## config.mk

```make
export PLATFORM = sky130hd
export DESIGN_NAME = lab_serial_addsub
export DESIGN_NICKNAME = d
export VERILOG_FILES = /design/src/rtl/lab_serial_addsub.sv
export SDC_FILE = /design/constraint.sdc
export NUM_CORES = 1
export LEC_CHECK = 0
export BUFFER_PORTS_ARGS = -buffer_cell sky130_fd_sc_hd__buf_4
export CAP_MARGIN = 15
export CORE_ASPECT_RATIO = 2
export CORE_MARGIN = 2
export CORE_UTILIZATION = 40
export DETAILED_ROUTE_END_ITERATION = 10
export PLACE_DENSITY_LB_ADDON = 0.1
export REMOVE_ABC_BUFFERS = 1
export SYNTH_ARGS = -nofsm -noshare
export SYNTH_HDL_FRONTEND = slang
export SYNTH_SLANG_ARGS = --single-unit
```

## constraint.sdc

```tcl
create_clock -name clk -period 3.05 [get_ports clk]
set_input_delay 0.915 -clock clk [delete_from_list [all_inputs] [get_ports clk]]
set_output_delay 0.915 -clock clk [all_outputs]
set_load 0.01 [all_outputs]
```

## src/rtl/lab_serial_addsub.sv

```systemverilog
`default_nettype none
// ============================================================================
// Module   : lab_serial_addsub
// Purpose  : Digit-serial adder/subtractor. Processes DIGIT bits per cycle,
//            LSB first, behind a start/ready/done handshake. Produces the
//            WIDTH-bit result, carry/borrow-out and signed-overflow flag.
// Ports    : clk   - rising-edge clock
//            rst   - synchronous active-high reset
//            start - request, accepted only while ready=1
//            mode  - 0 = A-B-bin, 1 = A+B+bin
//            A, B  - operands, latched on accepted start
//            bin   - borrow-in / carry-in, latched on accepted start
//            ready - idle, able to accept a request
//            busy  - digit processing in progress
//            done  - one-cycle pulse, D/bout/ovf final
//            D     - result mod 2^WIDTH
//            bout  - borrow-out (sub) / carry-out (add)
//            ovf   - two's-complement signed overflow
// Revision : 1.0 - initial release
// ============================================================================
module lab_serial_addsub #(
  parameter int WIDTH = 16,
  parameter int DIGIT = 4
) (
  input  logic             clk,
  input  logic             rst,
  input  logic             start,
  input  logic             mode,
  input  logic [WIDTH-1:0] A,
  input  logic [WIDTH-1:0] B,
  input  logic             bin,
  output logic             ready,
  output logic             busy,
  output logic             done,
  output logic [WIDTH-1:0] D,
  output logic             bout,
  output logic             ovf
);

  localparam int N  = WIDTH / DIGIT;
  localparam int CW = (N > 1) ? $clog2(N) : 1;
  localparam logic [CW-1:0] C_CNT_LAST = CW'(N - 1);

  typedef enum logic [1:0] {
    S_IDLE = 2'd0,
    S_RUN  = 2'd1,
    S_DONE = 2'd2
  } state_t;

  state_t r_state;
  state_t w_state_nxt;

  logic [WIDTH-1:0] r_a;
  logic [WIDTH-1:0] r_b;
  logic [WIDTH-1:0] r_d;
  logic             r_a_msb;
  logic             r_b_msb;
  logic             r_mode;
  logic             r_cy;
  logic             r_bout;
  logic             r_ovf;
  logic [CW-1:0]    r_cnt;

  logic             w_ready;
  logic             w_busy;
  logic             w_done;
  logic             w_last;
  logic [DIGIT:0]   w_sum;
  logic [WIDTH-1:0] w_d_shift;
  logic             w_d_msb;
  logic             w_ovf;

  assign w_last = (r_cnt == C_CNT_LAST);

  // ---------------------------------------------------------------------------
  // Control FSM
  // ---------------------------------------------------------------------------
  always_ff @(posedge clk) begin
    if (rst) begin
      r_state <= S_IDLE;
    end else begin
      r_state <= w_state_nxt;
    end
  end

  always_comb begin
    w_state_nxt = r_state;
    w_ready     = 1'b0;
    w_busy      = 1'b0;
    w_done      = 1'b0;
    case (r_state)
      S_IDLE: begin
        w_ready = 1'b1;
        if (start) begin
          w_state_nxt = S_RUN;
        end
      end
      S_RUN: begin
        w_busy = 1'b1;
        if (w_last) begin
          w_state_nxt = S_DONE;
        end
      end
      S_DONE: begin
        w_done      = 1'b1;
        w_state_nxt = S_IDLE;
      end
      default: begin
        w_state_nxt = S_IDLE;
      end
    endcase
  end

  // ---------------------------------------------------------------------------
  // Digit slice. Operands shift right so the active digit is always at bit 0.
  // In subtract mode the (DIGIT+1)-bit difference wraps negative when a borrow
  // occurs, so its top bit is the borrow-out just as it is the carry in add.
  // ---------------------------------------------------------------------------
  always_comb begin
    if (r_mode) begin
      w_sum = {1'b0, r_a[DIGIT-1:0]} + {1'b0, r_b[DIGIT-1:0]}
            + {{DIGIT{1'b0}}, r_cy};
    end else begin
      w_sum = {1'b0, r_a[DIGIT-1:0]} - {1'b0, r_b[DIGIT-1:0]}
            - {{DIGIT{1'b0}}, r_cy};
    end
  end

  // Result digits enter at the top and move down; after N shifts digit 0
  // sits at bit 0.
  assign w_d_shift = (r_d >> DIGIT) | (WIDTH'(w_sum[DIGIT-1:0]) << (WIDTH - DIGIT));
  assign w_d_msb   = w_d_shift[WIDTH-1];

  // Overflow uses the operand sign bits captured at start, since the operand
  // registers have been shifted out by the final digit.
  always_comb begin
    if (r_mode) begin
      w_ovf = (r_a_msb == r_b_msb) && (w_d_msb != r_a_msb);
    end else begin
      w_ovf = (r_a_msb != r_b_msb) && (w_d_msb != r_a_msb);
    end
  end

  // ---------------------------------------------------------------------------
  // Datapath registers
  // ---------------------------------------------------------------------------
  always_ff @(posedge clk) begin
    if (rst) begin
      r_a     <= '0;
      r_b     <= '0;
      r_d     <= '0;
      r_a_msb <= 1'b0;
      r_b_msb <= 1'b0;
      r_mode  <= 1'b0;
      r_cy    <= 1'b0;
      r_bout  <= 1'b0;
      r_ovf   <= 1'b0;
      r_cnt   <= '0;
    end else begin
      case (r_state)
        S_IDLE: begin
          if (start) begin
            r_a     <= A;
            r_b     <= B;
            r_a_msb <= A[WIDTH-1];
            r_b_msb <= B[WIDTH-1];
            r_mode  <= mode;
            r_cy    <= bin;
            r_d     <= '0;
            r_bout  <= 1'b0;
            r_ovf   <= 1'b0;
            r_cnt   <= '0;
          end
        end
        S_RUN: begin
          r_a  <= r_a >> DIGIT;
          r_b  <= r_b >> DIGIT;
          r_cy <= w_sum[DIGIT];
          r_d  <= w_d_shift;
          if (w_last) begin
            r_bout <= w_sum[DIGIT];
            r_ovf  <= w_ovf;
          end else begin
            r_cnt <= r_cnt + CW'(1);
          end
        end
        default: begin
          // DONE: results hold
        end
      endcase
    end
  end

  assign ready = w_ready;
  assign busy  = w_busy;
  assign done  = w_done;
  assign D     = r_d;
  assign bout  = r_bout;
  assign ovf   = r_ovf;

endmodule
`default_nettype wire

```

==> results_dict.tcl <==
set metrics [dict create \
    worst_pin_slew_ps 903.3 \
    insertedDiodeCount 0 \
    cts_buffers 9 \
    h-tree-depth 3 \
    drt_pre_antenna_iters 4 \
    p_int_w 0.001574 \
    crit_fanout 3 \
    dpl.hpwl_mm 3.920 \
    cts-root-buf "clkbuf_16" \
    grt_overflow 0 \
    yosysWarnings 0 \
    pwr-share-seq_pct 40.1 \
    postRouteWirelength_mm 5.826 \
    die_w_um 61.99 \
    p_total_w 0.002122 \
    rows 42 \
    holdBufCountCts 0 \
    synthDistinctLibCells 36 \
    track_usage_pct 17.69 \
    start_kind "flip-flop" \
    grt_max_degree 77 \
    clock.fmax_mhz 433.1 \
    cp-end-kind "flip-flop" \
    min_period_ps 2309 \
    route.detailed.drc 0 \
    grt_pass1_wl_mm 9.701 \
    grt_pass1_vias 2194 \
    first_iter_violations 102 \
    syn-cell-area_um2 2690 \
    synth_edf_count 0 \
    power_density_nw_per_um2 617.1 \
    worst_path_max_delay_cell "fa_1" \
    die_y_um 120.0 \
    wl_met3_um 251 \
    insertion_delay_ps 330 \
    peakVddDrop_uv 329.0 \
    ys.flop_type "dfxtp_1" \
    layout_commonest_cell "nand2_1" \
    hold_class "flip-flop to flip-flop" \
    synth_mux_area_share_pct 0.3721 \
    synth_top_family_by_area "simple AND/OR/NAND/NOR gates" \
    final_core_util_pct 52.34 \
    crit_type "flip-flop to flip-flop" \
    viasPerCell 5.090 \
    cp.arrival_ps 2530 \
    post_cts_resized 0 \
    io_pins 58 \
    final_cell_mix "nand2_1 (79), buf_4 (63), dfxtp_1 (58)" \
    synthAdderAreaFrac_pct 7.628 \
    path_clk_slew_ps 50 \
    nets 435 \
    cts_tree "done" \
    yosys_register_bits 58 \
    status "finished clean" \
    postSynthCellCount 336 \
    synth-xor-area-share_pct 0.9767 \
    max-cap-violations 0 \
    p_clk_share_pct 44.0 \
    design.die.area_um2 7437 \
    synth_compound_area_share_pct 18.23 \
    initial_core_util_pct 40.95 \
    drive_gt1_share_pct 21.08 \
    dp_cells 461 \
    fin_skew_ps 5.649 \
    num-fill-cells 678 \
    setup_violations 0 \
    met2_length_mm 3.022 \
    power_switching_share_pct 25.83 \
    gp_congestion 0.8434 \
    p_comb_share_pct 15.9 \
    area_growth_pct 27.81 \
    num_vias 2428 \
    design.core.area_um2 6569 \
    switchingPower_w 0.0005480 \
    setup_tns_ps 0 \
    synth_area_per_cell_um2 8.006 \
    cpPeakStageDelay_ps 590 \
    rsz0062_at_grt "false" \
    synth-simple-area-share_pct 23.02 \
    stdcell_count 477 \
    wl_met1_mm 2.383 \
    p_leak_nw 1.442 \
    cp.required_ps 3270 \
    cts.sinks 58 \
    slew_headroom_pct 39.57 \
    ant_nets 0 \
    cts_buffer_depth 2 \
    top_layer "met4" \
    hold_viol 0 \
    port_buffers 57 \
    drv_slew 0 \
    fin_crit_sh_pct 75.71 \
    routedWlPerCell_um 12.21 \
    cts_setup_buffers 0 \
    antenna_found_initial 0 \
    synthArstFlopShare_pct 0 \
    crit_chain "fa_1, inv_1, ha_1, o21ai_0, and3b_1, nor4_1, a311o_1, a31o_1" \
    seq_area_frac_synth_pct 43.16 \
]
[cells in the mapped netlist (all sizes together) (2+ instances only)]
| library cell | n | area [um^2] |
|---|---|---|
| a21oi | 32 | 163.9 |
| xnor2 | 3 | 26.28 |
| clkbuf | 13 | 48.80 |
| a21boi | 2 | 15.01 |
| a311oi | 25 | 219.0 |
| buf | 13 | 72.57 |
| o21ai | 4 | 20.02 |
| nor2b | 2 | 12.51 |
| nand2 | 80 | 302.8 |
| fa | 4 | 80.08 |
| o211ai | 4 | 30.03 |
| dfxtp | 58 | 1161 |
| ha | 10 | 125.1 |
| nor2 | 31 | 118.9 |
| inv | 15 | 56.30 |
| nand3 | 26 | 130.1 |
[critical path: cells and delay by family, from the launching register on]
family,cells,cell delay (ps)
fa+ha+maj,2,760
simple gates,2,290
flops,1,350
buf+inv,1,60
compound gates,3,740
[routing by layer]
| metal | global-route usage [%] | up-vias |
|---|---|---|
| li1 | - | 1250 |
| met1 | 19.95 | 1105 |
| met2 | 27.80 | 61 |
| met3 | 5.603 | 12 |
| met4 | 10.37 | 0 |
| met5 | 0 | - |
[stage by stage]
| stage | hold WS [ps] | instance area (um^2) | worst slack, ps |
|---|---|---|---|
| after CTS | 461.2 | 3438 | 726.5 |
| after floorplan | 430.3 | 2569 | -25.52 |
| after global routing | 479.6 | 3438 | 573.7 |
| final | 461.2 | 3438 | 740.8 |
| after global placement | 450.0 | 3154 | 758.2 |
| after detailed placement | 454.7 | 3154 | 733.7 |
[power groups by stage]
stage | clock network [W] | logic (W) | registers (W)
after floorplan | 0 | 0.000217 | 0.000860
after global placement | 0 | 0.000334 | 0.000863
after detailed placement | 0 | 0.000341 | 0.000865
after CTS | 0.000958 | 0.000342 | 0.000850
after global routing | 0.000994 | 0.000383 | 0.000857
final | 0.000934 | 0.000338 | 0.000850
[logic make-up (layout without fill, tap and decap cells)]
family / Yosys count / in the layout
muxes: 1 / 1
DFF: 58 / 58
AOI/OAI and AO/OA: 72 / 72
adders and majority gates: 14 / 14
and+or+nand+nor: 147 / 147
xor gates and xnor gates: 3 / 3
buffers and inverters: 41 / 94
[path summary, 6_finish.rpt]
| path | slack [ps] | start | to | depth (start not counted) |
|---|---|---|---|---|
| min | 460 | r_b_msb$_SDFFE_PP0P_ | r_b_msb$_SDFFE_PP0P_ | 2 |
| min reg2reg | 460 | r_b_msb$_SDFFE_PP0P_ | r_b_msb$_SDFFE_PP0P_ | 2 |
| max reg2reg | 740 | r_a[0]$_SDFFE_PP0P_ | ovf$_SDFFE_PP0P_ | 8 |
| max | 740 | r_a[0]$_SDFFE_PP0P_ | ovf$_SDFFE_PP0P_ | 8 |
[flip-flops by register name, summed over array words and instances (netlist names)]
signal,count
D,16
r_state,2
r_b,16
r_a_msb,1
bout,1
r_b_msb,1
r_mode,1
r_cnt,2
ovf,1
r_cy,1
r_a,16
[final cells by class]
cell class              count  area, um^2  share of cell area [%]
multi-input cells         237        1354                   39.37
flip-flops and latches     58        1161                   33.77
repair buffers             63       473.0                   13.76
clock buffers              14       274.0                   7.969
well taps                  88       110.1                   3.202
inverters                  15       56.30                   1.638
clock inverters             2       10.01                  0.2911
Note: power is estimated with default switching activity, not from simulation.
